[config.mk]
export PLATFORM = sky130hd
export DESIGN_NAME = andla_exram_base_rf_flat
export DESIGN_NICKNAME = d
export VERILOG_FILES = /design/src/rtl/andla_exram_base_rf_if.sv /design/src/rtl/andla_exram_base_rf.sv /design/src/flat_wrapper.sv
export SDC_FILE = /design/constraint.sdc
export NUM_CORES = 2
export LEC_CHECK = 0
export ABC_AREA = 1
export BUFFER_PORTS_ARGS = -buffer_cell sky130_fd_sc_hd__buf_2
export CAP_MARGIN = 20
export CORE_ASPECT_RATIO = 1.4
export CORE_MARGIN = 4
export CORE_UTILIZATION = 55
export DETAILED_ROUTE_END_ITERATION = 6
export GPL_TIMING_DRIVEN = 0
export PLACE_DENSITY = 0.77
export SLEW_MARGIN = 25
export SYNTH_ARGS = -nofsm -noshare
export SYNTH_HDL_FRONTEND = slang
export SYNTH_HIERARCHICAL = 1
export SYNTH_SLANG_ARGS = --single-unit
[constraint.sdc]
create_clock -name clk -period 2.6 [get_ports clk]
set_clock_uncertainty 0.15 [all_clocks]
set_input_delay 0.26 -clock clk [delete_from_list [all_inputs] [get_ports clk]]
set_output_delay 0.26 -clock clk [all_outputs]
set_load 0.02 [all_outputs]
[src/rtl/andla_exram_base_rf_if.sv]
// Host configuration bus for the external-RAM base register stage.
interface andla_exram_base_rf_if;
  logic        cfg_req;
  logic        cfg_we;
  logic [4:0]  cfg_addr;
  logic [31:0] cfg_wdata;
  logic        cfg_gnt;
  logic        cfg_rvalid;
  logic [31:0] cfg_rdata;
  logic        cfg_err;

  modport master (
    output cfg_req, cfg_we, cfg_addr, cfg_wdata,
    input  cfg_gnt, cfg_rvalid, cfg_rdata, cfg_err
  );

  modport slave (
    input  cfg_req, cfg_we, cfg_addr, cfg_wdata,
    output cfg_gnt, cfg_rvalid, cfg_rdata, cfg_err
  );
endinterface

[src/rtl/andla_exram_base_rf.sv]
// Shadowed, busy-deferred commit stage for the eight external-RAM base addresses.
// Optional ANDLA_EXRAM_BASE_ALIGN_EN forces 4 KiB alignment of committed addresses.
module andla_exram_base_entry #(
  parameter int BW = 48
) (
  input  logic          clk,
  input  logic          rst,
  input  logic          eng_busy,
  input  logic          wr_lsb,
  input  logic          wr_msb,
  input  logic [31:0]   wdata,
  output logic [BW-1:0] live,
  output logic          pending,
  output logic          commit_pulse
);
  localparam int MW = BW - 32;

  typedef enum logic [1:0] {IDLE, LSB_HELD, PEND} state_t;

  state_t        state;
  logic [31:0]   shadow_lsb;
  logic [MW-1:0] shadow_msb;
  logic [31:0]   lsb_in;
  logic [BW-1:0] commit_val;
  logic          commit;

  // A fresh MSB write supersedes whatever was already staged as pending.
  always_comb begin
    lsb_in     = wdata;
    commit_val = {shadow_msb, shadow_lsb};
    if (wr_msb) commit_val = {wdata[MW-1:0], shadow_lsb};
`ifdef ANDLA_EXRAM_BASE_ALIGN_EN
    lsb_in[11:0]     = '0;
    commit_val[11:0] = '0;
`endif
    commit = ~eng_busy & (wr_msb | (state == PEND));
  end

  always_ff @(posedge clk) begin
    if (rst) begin
      state        <= IDLE;
      pending      <= 1'b0;
      commit_pulse <= 1'b0;
      live         <= '0;
      shadow_lsb   <= '0;
      shadow_msb   <= '0;
    end else begin
      commit_pulse <= commit;
      if (commit) begin
        live       <= commit_val;
        shadow_lsb <= commit_val[31:0];
        shadow_msb <= commit_val[BW-1:32];
      end
      // An LSB write granted on the release edge lands after the old pending commit.
      if (wr_lsb) shadow_lsb <= lsb_in;
      if (wr_msb && eng_busy) shadow_msb <= wdata[MW-1:0];
      if (wr_msb) begin
        state   <= eng_busy ? PEND : IDLE;
        pending <= eng_busy;
      end else if (wr_lsb) begin
        state   <= LSB_HELD;
        pending <= 1'b0;
      end else if (commit) begin
        state   <= IDLE;
        pending <= 1'b0;
      end
    end
  end
endmodule

module andla_exram_base_rf #(
  parameter int BASE_BITWIDTH = 48,
  parameter int NUM_BASE      = 8
) (
  input  logic                     clk,
  input  logic                     rst,
  andla_exram_base_rf_if.slave     cfg,
  input  logic                     eng_busy,
  output logic [NUM_BASE-1:0]      pending,
  output logic [NUM_BASE-1:0]      commit_pulse,
  output logic [BASE_BITWIDTH-1:0] rf_csr_exram_based_addr_0,
  output logic [BASE_BITWIDTH-1:0] rf_csr_exram_based_addr_1,
  output logic [BASE_BITWIDTH-1:0] rf_csr_exram_based_addr_2,
  output logic [BASE_BITWIDTH-1:0] rf_csr_exram_based_addr_3,
  output logic [BASE_BITWIDTH-1:0] rf_csr_exram_based_addr_4,
  output logic [BASE_BITWIDTH-1:0] rf_csr_exram_based_addr_5,
  output logic [BASE_BITWIDTH-1:0] rf_csr_exram_based_addr_6,
  output logic [BASE_BITWIDTH-1:0] rf_csr_exram_based_addr_7
);
  localparam int MW = BASE_BITWIDTH - 32;

  if (BASE_BITWIDTH < 33 || BASE_BITWIDTH > 64 || NUM_BASE != 8) begin : g_bad_cfg
    $error("andla_exram_base_rf: unsupported parameterization");
  end

  logic [NUM_BASE-1:0][BASE_BITWIDTH-1:0] live;
  logic [NUM_BASE-1:0] wr_lsb, wr_msb;
  logic [2:0]  entry;
  logic        half, oor, stall, wr_ok, rd_ok, align_err;
  logic [31:0] rd_word;

  assign entry = cfg.cfg_addr[3:1];
  assign half  = cfg.cfg_addr[0];
  assign oor   = cfg.cfg_addr[4];

  // Writes to an entry still waiting on the engine are held off until it frees up.
  assign stall       = cfg.cfg_we & ~oor & pending[entry] & eng_busy;
  assign cfg.cfg_gnt = cfg.cfg_req & ~stall;
  assign wr_ok       = cfg.cfg_gnt & cfg.cfg_we & ~oor;
  assign rd_ok       = cfg.cfg_gnt & ~cfg.cfg_we;

`ifdef ANDLA_EXRAM_BASE_ALIGN_EN
  assign align_err = wr_ok & ~half & (cfg.cfg_wdata[11:0] != 12'd0);
`else
  assign align_err = 1'b0;
`endif

  for (genvar i = 0; i < NUM_BASE; i++) begin : g_entry
    assign wr_lsb[i] = wr_ok & ~half & (entry == 3'(i));
    assign wr_msb[i] = wr_ok &  half & (entry == 3'(i));

    andla_exram_base_entry #(.BW(BASE_BITWIDTH)) u_entry (
      .clk          (clk),
      .rst          (rst),
      .eng_busy     (eng_busy),
      .wr_lsb       (wr_lsb[i]),
      .wr_msb       (wr_msb[i]),
      .wdata        (cfg.cfg_wdata),
      .live         (live[i]),
      .pending      (pending[i]),
      .commit_pulse (commit_pulse[i])
    );
  end

  // Reads only ever see committed values, never the shadows.
  always_comb begin
    rd_word = '0;
    if (!oor) begin
      if (half) rd_word[MW-1:0] = live[entry][BASE_BITWIDTH-1:32];
      else      rd_word         = live[entry][31:0];
    end
  end

  always_ff @(posedge clk) begin
    if (rst) begin
      cfg.cfg_rvalid <= 1'b0;
      cfg.cfg_rdata  <= '0;
      cfg.cfg_err    <= 1'b0;
    end else begin
      cfg.cfg_rvalid <= rd_ok;
      if (rd_ok) cfg.cfg_rdata <= rd_word;
      cfg.cfg_err <= (cfg.cfg_gnt & oor) | align_err;
    end
  end

  assign rf_csr_exram_based_addr_0 = live[0];
  assign rf_csr_exram_based_addr_1 = live[1];
  assign rf_csr_exram_based_addr_2 = live[2];
  assign rf_csr_exram_based_addr_3 = live[3];
  assign rf_csr_exram_based_addr_4 = live[4];
  assign rf_csr_exram_based_addr_5 = live[5];
  assign rf_csr_exram_based_addr_6 = live[6];
  assign rf_csr_exram_based_addr_7 = live[7];
endmodule

[src/flat_wrapper.sv]
// flat-port wrapper written by rule: the top's interface ports become plain ports
module andla_exram_base_rf_flat 
#(
  parameter int BASE_BITWIDTH = 48,
  parameter int NUM_BASE      = 8
)
  (clk, rst, eng_busy, pending, commit_pulse, rf_csr_exram_based_addr_0, rf_csr_exram_based_addr_1, rf_csr_exram_based_addr_2, rf_csr_exram_based_addr_3, rf_csr_exram_based_addr_4, rf_csr_exram_based_addr_5, rf_csr_exram_based_addr_6, rf_csr_exram_based_addr_7, cfg_cfg_req, cfg_cfg_we, cfg_cfg_addr, cfg_cfg_wdata, cfg_cfg_gnt, cfg_cfg_rvalid, cfg_cfg_rdata, cfg_cfg_err);
  andla_exram_base_rf_if cfg_i ();
  input  logic clk;
  input  logic rst;
  input  logic eng_busy;
  output logic [NUM_BASE-1:0] pending;
  output logic [NUM_BASE-1:0] commit_pulse;
  output logic [BASE_BITWIDTH-1:0] rf_csr_exram_based_addr_0;
  output logic [BASE_BITWIDTH-1:0] rf_csr_exram_based_addr_1;
  output logic [BASE_BITWIDTH-1:0] rf_csr_exram_based_addr_2;
  output logic [BASE_BITWIDTH-1:0] rf_csr_exram_based_addr_3;
  output logic [BASE_BITWIDTH-1:0] rf_csr_exram_based_addr_4;
  output logic [BASE_BITWIDTH-1:0] rf_csr_exram_based_addr_5;
  output logic [BASE_BITWIDTH-1:0] rf_csr_exram_based_addr_6;
  output logic [BASE_BITWIDTH-1:0] rf_csr_exram_based_addr_7;
  input wire logic [$bits(cfg_i.cfg_req)-1:0] cfg_cfg_req;
  input wire logic [$bits(cfg_i.cfg_we)-1:0] cfg_cfg_we;
  input wire logic [$bits(cfg_i.cfg_addr)-1:0] cfg_cfg_addr;
  input wire logic [$bits(cfg_i.cfg_wdata)-1:0] cfg_cfg_wdata;
  output wire logic [$bits(cfg_i.cfg_gnt)-1:0] cfg_cfg_gnt;
  output wire logic [$bits(cfg_i.cfg_rvalid)-1:0] cfg_cfg_rvalid;
  output wire logic [$bits(cfg_i.cfg_rdata)-1:0] cfg_cfg_rdata;
  output wire logic [$bits(cfg_i.cfg_err)-1:0] cfg_cfg_err;
  assign cfg_i.cfg_req = cfg_cfg_req;
  assign cfg_i.cfg_we = cfg_cfg_we;
  assign cfg_i.cfg_addr = cfg_cfg_addr;
  assign cfg_i.cfg_wdata = cfg_cfg_wdata;
  assign cfg_cfg_gnt = cfg_i.cfg_gnt;
  assign cfg_cfg_rvalid = cfg_i.cfg_rvalid;
  assign cfg_cfg_rdata = cfg_i.cfg_rdata;
  assign cfg_cfg_err = cfg_i.cfg_err;
  andla_exram_base_rf #(.BASE_BITWIDTH(BASE_BITWIDTH), .NUM_BASE(NUM_BASE)) u_core (.clk(clk), .rst(rst), .cfg(cfg_i), .eng_busy(eng_busy), .pending(pending), .commit_pulse(commit_pulse), .rf_csr_exram_based_addr_0(rf_csr_exram_based_addr_0), .rf_csr_exram_based_addr_1(rf_csr_exram_based_addr_1), .rf_csr_exram_based_addr_2(rf_csr_exram_based_addr_2), .rf_csr_exram_based_addr_3(rf_csr_exram_based_addr_3), .rf_csr_exram_based_addr_4(rf_csr_exram_based_addr_4), .rf_csr_exram_based_addr_5(rf_csr_exram_based_addr_5), .rf_csr_exram_based_addr_6(rf_csr_exram_based_addr_6), .rf_csr_exram_based_addr_7(rf_csr_exram_based_addr_7));
endmodule
==> metrics.md <==
| Metric | Value |
|---|---|
| Yosys top cell area share | 0.479 |
| Commonest non-fill, non-tap cell in the layout | nand2_1 |
| Placed inst area | 37900 sq um |
| Setup CP Type | in2reg |
| Cell Area, Synth | 34500 sq um |
| CTS clk-pin slew, worst paths | 0.07 ns |
| Max Freq | 370 MHz |
| Gate Count Post-Synth | 4634 |
| First-pass GRT wire length | 234000 um |
| DRT Wirelength | 168000 um |
| Max_slew headroom | 0.205 |
| HPWL reported at the end of detailed placement | 119000 um |
| Fin. max-slew vios | 0 |
| 1st-iter DRT viols | 7015 |
| Worst-Skew Late Latency | 0.65 ns |
| CP arrival | 3.08 ns |
| Maximum number of pins on one net before global-route repair | 23 |
| Critical Path RT | 2.98 ns |
| Most frequent cells in the layout | nand2_1 (1213), dfxtp_1 (821), buf_2 (709) |
| Initial antenna violation count | 6 |
| Post-Layout Cell Count | 6104 |
| Failing checks | design-rule violations, negative setup slack |
| CTS tree | yes |
| Final period util | 1.04 |
| Die Area | 66900 sq um |
| Layout Utilization | 0.661 |
| Clk buf depth | 3 |
| H-tree Lvls | 3 |
| GR Util All Layers | 0.478 |
| Critical Path Sink Type | flip-flop |
| Register area share after synthesis | 0.479 |
| RD Place Congestion | 1.04 |
| Routed via count | 38430 |
| Setup crit start kind | input port |
| CTS Buf Count | 78 |
| Height of the die | 304 um |
| FP Rows | 108 |
| Worst Path Max Fanout | 10 |
| Vias per cell | 6.30 |
| Port bufs | 474 |
| First drt pass iteration count | 7 |
| Hold Path Sink | u_core/g_entry[5].u_entry/shadow_lsb[30] |
| Drt drc | 16 |
| Dpl cells | 5933 |
| WL/cell | 27.5 um |
| Clock root buffer | clkbuf_16 |
| GRT Residual Overflow | 0 |
| Cells on Worst Hold Path | 3 |
| Tmin final | 2.70 ns |
| Slew @ Worst Pin | 1.19 ns |
| Total number of yosys warnings | 6 |
| Final setup fails | 1 |
| # clock sinks | 826 |
| Synthesized net count | 4676 |
| Yosys reg bits | 826 |
| FF-to-FF End | u_core/g_entry[7].u_entry/commit_pulse |
| Starting Density | 0.557 |
| Design area | 41000 sq um |
| Layout cell share with drive strength beyond 1 | 0.208 |
| RR Startpoint | u_core/g_entry[7].u_entry/pending |
| Unique masters post-synth | 25 |
| Max IR drop VDD | 0.000515 V |
| Syn Area/Cell | 7.45 sq um |
| HP Class | in2reg |
| IO Pins | 477 |
| Outcome | complete, but fails checks |
| PnR worst setup slack | -0.104 ns |
| Area growth syn-to-layout | 18.8% |
| Die X | 220 um |
| Synth area leader | dfxtp_1 |
| Hold slack | 0.0342 ns |
| Pleak | 20.1 nW |
| P per Cell Area | 648 nW/um^2 |
| Worst reg2reg path depth | 13 |
| Core area | 62000 sq um |
| Vias in the first global route | 34528 |
| Final ANT Viol Nets | 0 |
| Worst min-delay path startpoint | cfg_cfg_wdata[30] |
| Overall Power | 0.0266 W |
| Ranking of synthesized cells by area | dfxtp_1 (48%), nand2_1 (13%), nand4_1 (8.0%) |
| R2r setup slk | 0.01 ns |
| Final net count | 5252 |
| Max-cap violation count | 0 |
| Final hold vios | 0 |
-- repair_timing --
item	in CTS	in global routing
endpoints found under the setup margin	792	629
buffers inserted	3	1
gates resized for setup	48	24
pin swaps	2	1
endpoints found under the hold margin	89	0
hold buffers	18	0
-- metal layers --
| layer | track usage | part of all wire | up-vias | wire length, um |
|---|---|---|---|---|
| met4 | 0.448 | 0.12 | 4 | 20000 |
| met2 | 0.688 | 0.42 | 3266 | 70100 |
| met1 | 0.579 | 0.34 | 17625 | 56500 |
| met3 | 0.114 | 0.13 | 815 | 21500 |
| li1 | - | - | 16720 | - |
| met5 | 0 | 0.00015 | - | 25 |
-- logic make-up (layout without fill, tap and decap cells) --
logic type / Yosys count / in the layout / share of synthesized area
simple gates: 2790 / 2790 / 0.368
compound gates: 501 / 501 / 0.0759
flops: 826 / 826 / 0.479
other cells: 0 / 10 / 0
buf+inv: 517 / 1152 / 0.0771
-- synth_stat cells (all sizes together) --
cell type     n
a211oi       14
a21oi       195
a22oi        24
buf         312
clkbuf       79
dfxtp       826
inv         126
nand2      1230
nand3       477
nand3b        3
nand4       440
nor2        631
nor3          9
o21a          4
o21ai       261
o21bai        3
-- through the flow --
stage          setup TNS [ns]  setup slack, ns
2_1_floorplan               0            0.268
3_3_place_gp          -500.90           -0.826
3_5_place_dp          -525.37           -0.838
4_1_cts                -0.193          -0.0278
5_1_grt               -0.0137         -0.00881
6_report               -0.104           -0.104
-- cell type report --
cell class,count,area (sq um)
Fill cell,5607,21000
Sequential cell,826,16500
Multi-Input combinational cell,3291,15400
Timing Repair Buffer,496,2610
Clock buffer,111,2290
Buffer,391,2230
Tap cell,825,1030
Inverter,126,493
Clock inverter,28,373
Antenna cell,10,25.0
-- where the power goes --
group / total (W) / switching (W) / internal (W)
logic: 0.00165 / 0.00134 / 0.000309
registers: 0.0128 / 0.0000658 / 0.0127
clock network: 0.0121 / 0.00520 / 0.00694
-- worst max path at each step --
| stage | slack [ns] | from | to | cells after the start |
|---|---|---|---|---|
| detailed placement | -0.84 | cfg_cfg_addr[1] | u_core/g_entry[5].u_entry/shadow_lsb[15] | 16 |
| CTS | -0.03 | u_core/g_entry[1].u_entry/pending | u_core/g_entry[1].u_entry/live[32] | 16 |
| finish | -0.10 | cfg_cfg_addr[1] | u_core/cfg.cfg_rdata[14] | 10 |
| global route | -0.009 | u_core/g_entry[7].u_entry/pending | u_core/g_entry[7].u_entry/live[25] | 14 |
| floorplan | 0.27 | cfg_cfg_addr[1] | u_core/g_entry[0].u_entry/live[32] | 19 |
| global placement | -0.83 | cfg_cfg_addr[1] | u_core/g_entry[1].u_entry/live[32] | 18 |
-- critical path, cell delays in order --
cell and delay [ns]:
buf_4 0.20, nand2_2 0.25, buf_1 0.66, nor2_1 0.08, a21oi_1 0.92, nand4_1 0.33
nand3_1 0.15, nand2_1 0.07, nor2_1 0.08, nor2_1 0.04
-- flip-flops by register name, indices dropped and copies added, names as in the netlist --
name,cells
u_core/g_entry.u_entry/live,384
u_core/g_entry.u_entry/commit_pulse,8
u_core/g_entry.u_entry/shadow_msb,128
u_core/g_entry.u_entry/state,8
u_core/cfg.cfg_rdata,32
u_core/cfg.cfg_rvalid,1
u_core/g_entry.u_entry/shadow_lsb,256
u_core/g_entry.u_entry/pending,8
u_core/cfg.cfg_err,1
Note: power is estimated with default switching activity, not from simulation.
